===== config.mk =====
export PLATFORM = sky130hd
export DESIGN_NAME = cpu_sequencer
export DESIGN_NICKNAME = d
export VERILOG_FILES = /design/src/rtl/cpu_pkg.sv /design/src/rtl/cpu_pc_reg.sv /design/src/rtl/cpu_sequencer.sv
export SDC_FILE = /design/constraint.sdc
export NUM_CORES = 1
export LEC_CHECK = 0
export ABC_CLOCK_PERIOD_IN_PS = 6050
export BUFFER_PORTS_ARGS = -buffer_cell sky130_fd_sc_hd__buf_2
export CAP_MARGIN = 15
export CORE_MARGIN = 10
export CORE_UTILIZATION = 49
export CTS_CLUSTER_SIZE = 10
export DETAILED_ROUTE_END_ITERATION = 16
export PLACE_DENSITY = 0.95
export SLEW_MARGIN = 20
export SYNTH_ARGS = -nofsm -noshare
export SYNTH_HDL_FRONTEND = slang
export SYNTH_SLANG_ARGS = --single-unit
export TNS_END_PERCENT = 5

===== constraint.sdc =====
create_clock -name clk -period 6.05 [get_ports clk]
set_clock_uncertainty 0.1 [all_clocks]
set_input_delay 0 -clock clk [delete_from_list [all_inputs] [get_ports clk]]
set_output_delay 0 -clock clk [all_outputs]
set_load 0.1 [all_outputs]

===== src/rtl/cpu_pkg.sv =====
// Shared types and constants for the 8-bit CPU: sequencer states, default widths
// and opcode encodings.
package cpu_pkg;

  localparam int PC_W_DEF   = 8;
  localparam int DATA_W_DEF = 8;

  typedef enum logic [2:0] {
    ST_FETCH  = 3'd0,
    ST_DECODE = 3'd1,
    ST_EXEC   = 3'd2,
    ST_MEM    = 3'd3,
    ST_WB     = 3'd4
  } state_t;

  localparam logic [2:0] OP_ADD = 3'd0;
  localparam logic [2:0] OP_SUB = 3'd1;
  localparam logic [2:0] OP_AND = 3'd2;
  localparam logic [2:0] OP_BR  = 3'd3;
  localparam logic [2:0] OP_LD  = 3'd4;
  localparam logic [2:0] OP_ST  = 3'd5;
  localparam logic [2:0] OP_LDC = 3'd6;
  localparam logic [2:0] OP_LDH = 3'd7;

endpackage


===== src/rtl/cpu_pc_reg.sv =====
// Program counter: load has priority over increment; increment wraps modulo 2^PC_W.
module cpu_pc_reg #(
  parameter int PC_W = 8
) (
  input  logic            clk,
  input  logic            rst_n,
  input  logic            inc,
  input  logic            load,
  input  logic [PC_W-1:0] load_val,
  output logic [PC_W-1:0] pc
);

  // NOTE: sequential state uses non-blocking assignments so every register
  // samples the pre-edge values, independent of process ordering.
  always_ff @(posedge clk or negedge rst_n) begin
    if (!rst_n)    pc <= '0;
    else if (load) pc <= load_val;
    else if (inc)  pc <= pc + PC_W'(1);
  end

endmodule


===== src/rtl/cpu_sequencer.sv =====
// Fetch/decode/execute sequencer owning PC, IR and MDR and mastering the memory port.
// Optional build macro CPU_SEQ_SINGLE_STEP_EN adds a 'step' input for single-stepping.
module cpu_sequencer
  import cpu_pkg::*;
#(
  parameter int PC_W   = PC_W_DEF,
  parameter int DATA_W = DATA_W_DEF
) (
  input  logic              clk,
  input  logic              rst_n,
`ifdef CPU_SEQ_SINGLE_STEP_EN
  input  logic              step,
`endif
  input  logic              run,
  output logic              mem_req,
  output logic              mem_we,
  output logic [PC_W-1:0]   mem_addr,
  input  logic [DATA_W-1:0] mem_rdata,
  input  logic              mem_ack,
  input  logic [PC_W-1:0]   data_addr,
  output logic [2:0]        opcode,
  output logic [DATA_W-1:0] ir,
  input  logic              dec_branch,
  input  logic              dec_rd_ram,
  input  logic              dec_w_ram,
  input  logic              dec_w_reg,
  input  logic              br_take,
  input  logic [PC_W-1:0]   br_target,
  output logic [DATA_W-1:0] mdr,
  output logic              reg_we,
  output logic [PC_W-1:0]   pc,
  output logic              instr_done
);

  state_t state, state_n;
  logic   fetch_en, fetch_req, fetch_busy, fetch_acc;
  logic   mem_wr_q, pc_load;

`ifdef CPU_SEQ_SINGLE_STEP_EN
  logic step_q, step_pend, step_edge;

  assign step_edge = step & ~step_q;
  assign fetch_en  = run | step_pend | step_edge;

  // A step edge stays pending until a fetch is accepted; an edge landing on the
  // accept cycle of an earlier pending step is kept for the next instruction.
  always_ff @(posedge clk or negedge rst_n) begin
    if (!rst_n) begin
      step_q    <= 1'b0;
      step_pend <= 1'b0;
    end else begin
      step_q    <= step;
      step_pend <= fetch_acc ? (step_pend & step_edge) : (step_pend | step_edge);
    end
  end
`else
  assign fetch_en = run;
`endif

  // Once a fetch request is out it is held until ack, even if run drops.
  // Gating with rst_n keeps the port quiet while reset is asserted.
  assign fetch_req = rst_n & (state == ST_FETCH) & (fetch_en | fetch_busy);
  assign fetch_acc = fetch_req & mem_ack;
  assign pc_load   = (state == ST_EXEC) & dec_branch & br_take;
  assign opcode    = ir[DATA_W-1 -: 3];

  cpu_pc_reg #(.PC_W(PC_W)) u_pc (
    .clk      (clk),
    .rst_n    (rst_n),
    .inc      (fetch_acc),
    .load     (pc_load),
    .load_val (br_target),
    .pc       (pc)
  );

  always_ff @(posedge clk or negedge rst_n) begin
    if (!rst_n) state <= ST_FETCH;
    else        state <= state_n;
  end

  // NOTE: every always_comb output gets a default first so no path infers a latch.
  always_comb begin
    state_n = state;
    unique case (state)
      ST_FETCH:  if (fetch_acc) state_n = ST_DECODE;
      ST_DECODE: state_n = ST_EXEC;
      ST_EXEC: begin
        if (dec_branch)                    state_n = ST_FETCH;
        else if (dec_rd_ram || dec_w_ram)  state_n = ST_MEM;
        else if (dec_w_reg)                state_n = ST_WB;
        else                               state_n = ST_FETCH;
      end
      ST_MEM:    if (mem_ack) state_n = mem_wr_q ? ST_FETCH : ST_WB;
      ST_WB:     state_n = ST_FETCH;
      default:   state_n = ST_FETCH;
    endcase
  end

  always_comb begin
    mem_req    = 1'b0;
    mem_we     = 1'b0;
    mem_addr   = pc;
    reg_we     = 1'b0;
    instr_done = 1'b0;
    unique case (state)
      ST_FETCH: mem_req = fetch_req;
      ST_EXEC:  instr_done = dec_branch | ~(dec_rd_ram | dec_w_ram | dec_w_reg);
      ST_MEM: begin
        mem_req    = 1'b1;
        mem_we     = mem_wr_q;
        mem_addr   = data_addr;
        instr_done = mem_ack & mem_wr_q;
      end
      ST_WB: begin
        reg_we     = 1'b1;
        instr_done = 1'b1;
      end
      default: ;
    endcase
  end

  // A simultaneous read+write strobe is resolved as a read.
  always_ff @(posedge clk or negedge rst_n) begin
    if (!rst_n) begin
      ir         <= '0;
      mdr        <= '0;
      mem_wr_q   <= 1'b0;
      fetch_busy <= 1'b0;
    end else begin
      fetch_busy <= fetch_req & ~mem_ack;
      if (fetch_acc) ir <= mem_rdata;
      if (state == ST_EXEC && state_n == ST_MEM) mem_wr_q <= dec_w_ram & ~dec_rd_ram;
      if (state == ST_MEM && mem_ack && !mem_wr_q) mdr <= mem_rdata;
    end
  end

endmodule


# Word level (Yosys, flattened, before mapping)
# Index checks and enable logic that the tools add are counted.
# totals
reg_bits	29
inputBits	33
output_inout_bits	39
word_cells	48
# classes
addsub	1
eq_ne	5
n_mux	14
n_bitwise	15
reduce_logical	7
# ops
operator	count
2-to-1 mux 8 bit	3
2-to-1 mux 3 bit	6
one-hot mux 3 bit (4 select lines)	1
equality test 3 x 2 -> 1 bit (second input constant)	3
adder 8 x 1 -> 8 bit (second input constant)	1
bitwise AND 1 bit	8
OR 1 bit	4
equality test 3 x 1 -> 1 bit (second input constant)	1
equality test 3 bit (second input constant)	1
logical AND 1 bit	3
zero test 3 bit	1
inverter 1 bit	3
one-hot mux 1 bit (3 select lines)	1
2-to-1 mux 1 bit	2
one-hot mux 1 bit (2 select lines)	1
nonzero test 2 bit	1
zero test 1 bit	1
logical OR 1 bit	1

# Longest topological paths before layout
# Gate-level depths: netlist (run 1).
# depth
word_depth	8
mapped_depth	7
mapped_depth_nobuf	5

# Cells and area by module
# Synthesis (run 1) repeated with hierarchy kept, for this count alone.
# unflattened
cells_unflattened	127
area_unflattened_um2	1472.7
# modules_own_cells
module	instances	cells_each	area_each_um2	seq_area_each_um2
cpu_sequencer	1	78	1022.2	525.5
cpu_pc_reg	1	49	450.4	200.2

# Least setup slack after synthesis (run 1)
# OpenSTA, ideal clock, no wires.
# synth_timing
path_type	flip-flop to output port
startpoint	reg state[1]
endpoint	out instr_done
t_arrival_ns	3.249
required_time_ns	5.950
setup_slack_ns	2.701
path_stages_with_launch	4
path_buffers	1
cell_sequence	dfrtp_1 buf_6 nor3_1 a31o_2
# synth_between
elab_chain_cells	2
elab_cells_between_ends	4
classes_between	eq/ne: 3; mux: 1
# synth_rtl
element	line_no	source
start: declaration	cpu_sequencer.sv:35	state_t state, state_n;
start signal: assignment	cpu_sequencer.sv:78	else state <= state_n;
equality test 3 bit / equality test 3 x 2 -> 1 bit (equally long branches)	cpu_sequencer.sv:105	unique case (state)
one-hot mux 1 bit (3 select lines) (*)	cpu_sequencer.sv:105	
end: declaration	cpu_sequencer.sv:32	output logic instr_done
# Every way passes the cells marked *; elsewhere a longest branch is shown, timed or not.

# Worst setup path in the final report (run 1)
# layout_timing
startpoint	reg state[0]
endpoint	reg state[2]
# layout_between
elab_chain_cells	6
elab_cells_between_ends	9
classes_between	eq/ne: 3; mux: 2; bitwise: 3; reduce/logical: 1
# layout_rtl
element	line_no	source
zero test 3 bit	cpu_sequencer.sv:62, cpu_sequencer.sv:84	
bitwise AND 1 bit (2 in a row)	cpu_sequencer.sv:62	assign fetch_req = rst_n & (state == ST_FETCH) & (fetch_en | fetch_busy);
bitwise AND 1 bit	cpu_sequencer.sv:63	assign fetch_acc = fetch_req & mem_ack;
2-to-1 mux 3 bit	cpu_sequencer.sv:85	ST_FETCH: if (fetch_acc) state_n = ST_DECODE;
one-hot mux 3 bit (4 select lines) (*)	cpu_sequencer.sv:84	unique case (state)
via state_n[2]	cpu_sequencer.sv:35	
# The timed path passes the listed nets; every way through them passes the cells marked *.
# A chain may end at the register's enable or synchronous reset.

==> results.sh, run 1 <==
export IMPL_cts_resized_gates=0
export IMPL_drive_gt1_share_pct=47.6
export IMPL_ant_nets=0
export IMPL_vias=1431
export IMPL_endpoint_kind="register"
export IMPL_pin_count=72
export IMPL_clk_path_buf_depth=2
export IMPL_yosysSeqAreaShare_pct=49.2
export IMPL_grt_usage_pct=18.2
export IMPL_initial_core_util_pct=52.1
export IMPL_fmax_mhz=360
export IMPL_hold_viol=0
export IMPL_syn_num_nets=164
export IMPL_fin_nets=258
export IMPL_diodes=0
export IMPL_slew_headroom_pct=41.8
export IMPL_syn_cell_area_um2=1480
export IMPL_antenna_found_initial=0
export IMPL_required_ns=6.21
export IMPL_path_clk_slew_ns=0.09
export IMPL_worstPathMaxFanout=11
export IMPL_wl_per_cell_um=18.6
export IMPL_fill_cells=203
export IMPL_timing_final_crit_share_pct=45.9
export IMPL_crit_path_start_kind="register"
export IMPL_synth_flop_cell="dfrtp_1"
export IMPL_arrival_ns=2.94
export IMPL_overflow=0
export IMPL_rows=19
export IMPL_cts_sinks=29
export IMPL_die_x_um=74.9
export IMPL_outcome="finished, final reports clean"
export IMPL_drt_drc_violations_left=0
export IMPL_cts_root_buf="clkbuf_4"
export IMPL_cts_inserted_buffers=5
export IMPL_grt_pass1_wl_um=7760
export IMPL_avgSynthCellArea_um2=11.3
export IMPL_grt_max_degree=31
export IMPL_gp_congestion=0.797
export IMPL_coreArea_um2=2830
export IMPL_hold_ws_ns=0.0511
export IMPL_ys_warn_count=0
export IMPL_synth_seq_cells=29
export IMPL_drt_total_wl_um=4760
export IMPL_cap_violations=0
export IMPL_fp_dieH_um=74.9
export IMPL_async_flop_share_pct=100
export IMPL_slew_violations=0
export IMPL_io_buffer_count=71
export IMPL_viasPerCell=5.59
export IMPL_first_pass_iters=4
export IMPL_syn_to_final_growth_pct=42.2
export IMPL_final_cell_mix="buf_2 (71), dfrtp_1 (29), dlygate4sd3_1 (25)"
export IMPL_grt_pass1_vias=1561
export IMPL_die_area_um2=5610
export IMPL_worstMarginPinSlew_ns=0.870
export IMPL_drt_iter0_drc=108
export IMPL_postLayoutCoreUtil_pct=74.1
export IMPL_rsz0062_at_grt="no"
export IMPL_synth_edff_count=0
export IMPL_mostFrequentLayoutCell="buf_2"
export IMPL_hp_class="in -> reg"
export IMPL_fin_tns_setup_ns=0
export IMPL_htreeDepth=2
export IMPL_setup_viol=0
export IMPL_worst_skew_pair_late_latency_ns=0.32
export IMPL_netlist_instances=130
export IMPL_synth_cell_types=36
export IMPL_finalCriticalPeriod_ns=2.78
export IMPL_cts_tree="built"
export IMPL_dpl_hpwl_um=3180
export IMPL_critical_path_class="reg -> reg"
==> layout make-up <==
cell class | instances | area, µm² | area share (%)
inverters | 2 | 7.51 | 0.358
multi-input cells | 90 | 671 | 32.0
well taps | 31 | 38.8 | 1.85
flip-flops and latches | 29 | 726 | 34.6
clock buffers | 8 | 48.8 | 2.33
repair buffers | 96 | 606 | 28.9
==> worst paths after layout <==
path | from | end | slack, ns | cells past startpoint
setup / recovery | state[0]$_DFF_PN0_ | state[2]$_DFF_PN0_ | 3.27 | 5
max in group asynchronous | rst_n | mdr[2]$_DFFE_PN0P_ | 5.27 | 2
min in group asynchronous | rst_n | mdr[6]$_DFFE_PN0P_ | 0.16 | 2
hold reg to reg | mdr[3]$_DFFE_PN0P_ | mdr[3]$_DFFE_PN0P_ | 0.41 | 1
setup reg to reg | state[0]$_DFF_PN0_ | state[2]$_DFF_PN0_ | 3.27 | 5
hold / removal | dec_branch | state[0]$_DFF_PN0_ | 0.05 | 4
==> metal layers <==
layer  track usage [%]  share of wire [%]
met1              17.9                 36
met2              32.3                 51
met3              8.67                 11
met4              7.14                2.2
met5                 0                  0
==> kinds of logic after synthesis <==
logic type,count (synthesis),synth area share (%)
simple gates,44,15.9
flops,29,49.2
mux,24,18.3
compound gates,19,9.25
buf+inv,11,5.34
xor+xnor,2,1.19
fa+ha+maj,1,0.848
==> cell usage after synthesis, types with 2 or more instances <==
cell | n | share of area, %
nor2_1 | 12 | 3.1
buf_4 | 3 | 1.5
nand3_1 | 4 | 1.4
o21ai_0 | 3 | 1.0
a21oi_1 | 5 | 1.7
nand2_1 | 6 | 1.5
nand4_1 | 3 | 1.3
a31o_2 | 3 | 1.8
nor4_1 | 3 | 1.3
buf_6 | 2 | 1.5
nor3_1 | 7 | 2.4
mux2_2 | 24 | 18
clkbuf_1 | 2 | 0.51
dfrtp_1 | 29 | 49
xnor2_1 | 2 | 1.2
inv_1 | 2 | 0.51
==> per-stage QoR <==
stage	worst slack [ns]	cells	area [µm²]
5_1_grt	3.02	256	2100
6_report	3.27	256	2100
2_1_floorplan	2.70	130	1480
3_5_place_dp	3.56	223	1800
3_3_place_gp	3.61	223	1800
4_1_cts	3.29	256	2100
==> state kept, by name, summed over array words and instances (netlist names) <==
register and cells:
ir 8, u_pc.pc 8, fetch_busy 1, mem_wr_q 1
state 3, mdr 8
==> timing repair <==
action | CTS | global route
hold endpoints to repair | 58 | 0
setup buffers | 0 | 0
hold buffers | 25 | 0
==> critical path: stages, from the launching register on <==
cell and delay, ns:
dfrtp_1 0.44, nor2b_1 0.29, nand2_1 0.38, nor3b_2 0.71, a31o_2 0.22, dlygate4sd3_1 0.57
Power of run 1 is left out: the tool's default activity adds up to more than one toggle a clock period on the data nets, which glitch-free logic cannot reach.
==> run 2, diff against run 1 <==
Settings changed: ABC_CLOCK_PERIOD_IN_PS 6050 to 2560, CORE_UTILIZATION 49 to 45, PLACE_DENSITY 0.95 to 0.9.
Clock period 6.05 ns to 2.56 ns, I/O delays scaled along.
==> run 2 against run 1 <==
Compared with the run above: sequential share of layout area decreased by 1.0 points; critical endpoint is now mem_req; global-route usage decreased by 3.6 points; via count decreased by 0.14%; non-clock buffer count increased by 5; final cell count increased by 6.6%; die area increased by 6.5%; critical path depth decreased by 1; utilization decreased by 4.4 points.
==> results.sh, run 2 (synthesis gave the netlist of run 1 again) <==
export IMPL_antenna_found_initial=0
export IMPL_regArea_um2=726
export IMPL_fin_nets=263
export IMPL_fp_dieH_um=77.3
export IMPL_drive_gt1_share_pct=49.8
export IMPL_drt_total_wl_um=4540
export IMPL_worstPathMaxFanout=7
export IMPL_overflow=0
export IMPL_worst_path_buf_inv=1
export IMPL_path_cells="or4b_1 -> o21bai_1 -> nand2_1 -> buf_2"
export IMPL_viasPerCell=5.23
export IMPL_hold_viol=0
export IMPL_die_x_um=77.3
export IMPL_drt_drc_violations_left=0
export IMPL_worstMarginPinSlew_ns=0.631
export IMPL_hold_path_startpoint="dec_branch"
export IMPL_rows=20
export IMPL_multi_input_area_um2=676
export IMPL_timing_final_crit_share_pct=87.8
export IMPL_path_clk_slew_ns=0.09
export IMPL_io_buffer_count=71
export IMPL_cts_tree="built"
export IMPL_crit_family="simple AND/OR/NAND/NOR gates"
export IMPL_mostFrequentLayoutCell="buf_2"
export IMPL_grt_pass1_vias=1514
export IMPL_required_ns=2.46
export IMPL_setup_viol=0
export IMPL_first_pass_iters=4
export IMPL_syn_to_final_growth_pct=46.6
export IMPL_final_cell_mix="buf_2 (71), dfrtp_1 (29), dlygate4sd3_1 (25)"
export IMPL_grt_max_degree=30
export IMPL_grt_usage_pct=14.6
export IMPL_slowest_stage="or4b_1"
export IMPL_vias=1429
export IMPL_hp_class="in -> reg"
export IMPL_worst_skew_pair_late_latency_ns=0.32
export IMPL_die_area_um2=5970
export IMPL_initial_core_util_pct=47.5
export IMPL_ant_nets=0
export IMPL_diodes=0
export IMPL_slew_violations=0
export IMPL_coreArea_um2=3100
export IMPL_pin_count=72
export IMPL_fmax_mhz=445
export IMPL_crit_path_start_kind="register"
export IMPL_drt_iter0_drc=117
export IMPL_fill_cells=244
export IMPL_gp_congestion=0.927
export IMPL_cap_violations=0
export IMPL_arrival_ns=2.15
export IMPL_cp_startpoint="state[0]$_DFF_PN0_"
export IMPL_critical_path_class="reg -> out"
export IMPL_grt_pass1_wl_um=7240
export IMPL_slew_headroom_pct=57.3
export IMPL_cts_inserted_buffers=5
export IMPL_htreeDepth=2
export IMPL_rsz0062_at_grt="no"
export IMPL_wl_per_cell_um=16.6
export IMPL_clk_path_buf_depth=2
export IMPL_finalCriticalPeriod_ns=2.25
export IMPL_largestRegisters="ir (8), mdr (8), u_pc.pc (8)"
export IMPL_fin_tns_setup_ns=0
export IMPL_outcome="finished, final reports clean"
export IMPL_cts_root_buf="clkbuf_4"
export IMPL_dpl_hpwl_um=3270
export IMPL_endpoint_kind="output pin"
export IMPL_cts_sinks=29
export IMPL_crit_path_max_incr_delay_ns=0.66
export IMPL_r2r_start="state[0]$_DFF_PN0_"
[run 2: cell types whose count changed in the layout (fill, tap and decap cells not counted), sizes merged]
cell and change:
buf +5, clkbuf -1
[run 2: tightest hold or removal path: stages]
cell and delay, ns:
buf_2 0.11, nor4b_1 0.08, o21ai_0 0.12, o211ai_1 0.10
[run 2: worst paths after layout]
path | slack [ns] | cells past startpoint | end
min | 0.05 | 4 | state[0]$_DFF_PN0_
max | 0.31 | 4 | mem_req
max in group asynchronous | 1.94 | 3 | mdr[2]$_DFFE_PN0P_
min reg2reg | 0.40 | 1 | mdr[7]$_DFFE_PN0P_
max reg2reg | 0.34 | 4 | ir[6]$_DFFE_PN0P_
min in group asynchronous | 0.13 | 3 | fetch_busy$_DFF_PN0_
[run 2: repair_timing]
item / in CTS / in global routing
endpoints found under the hold margin: 58 / 0
hold buffers: 25 / 0
setup buffers: 0 / 0
setup endpoints to repair: 0 / 0
gates resized for setup: 0 / 0
[run 2: stage by stage]
step | area (µm²) | setup WS [ns] | hold slack (ns) | instances | util (%)
4_1_cts | 2160 | 0.312 | 0.0238 | 273 | 69.7
6_report | 2160 | 0.312 | 0.0467 | 273 | 69.7
3_3_place_gp | 1860 | 0.443 | -0.0485 | 241 | 59.8
3_5_place_dp | 1860 | 0.382 | -0.0543 | 241 | 59.8
2_1_floorplan | 1480 | 0.148 | -0.396 | 130 | -
5_1_grt | 2160 | 0.187 | 0.0740 | 273 | 69.7
[run 2: metal layers]
metal  part of all wire, %  track usage [%]  routed length (µm)
met1                    39             15.9                1790
met2                    48             24.2                2170
met3                    12             7.69                 530
met4                   1.0             4.20                  46
met5                     0                0                   0
[run 2: final cells by class]
cell class,instances,area share [%]
Timing Repair Buffer,101,29.7
Sequential cell,29,33.6
Tap cell,44,2.55
Clock buffer,7,2.55
Multi-Input combinational cell,90,31.3
Inverter,2,0.347
Power of run 2 is left out for the same reason.
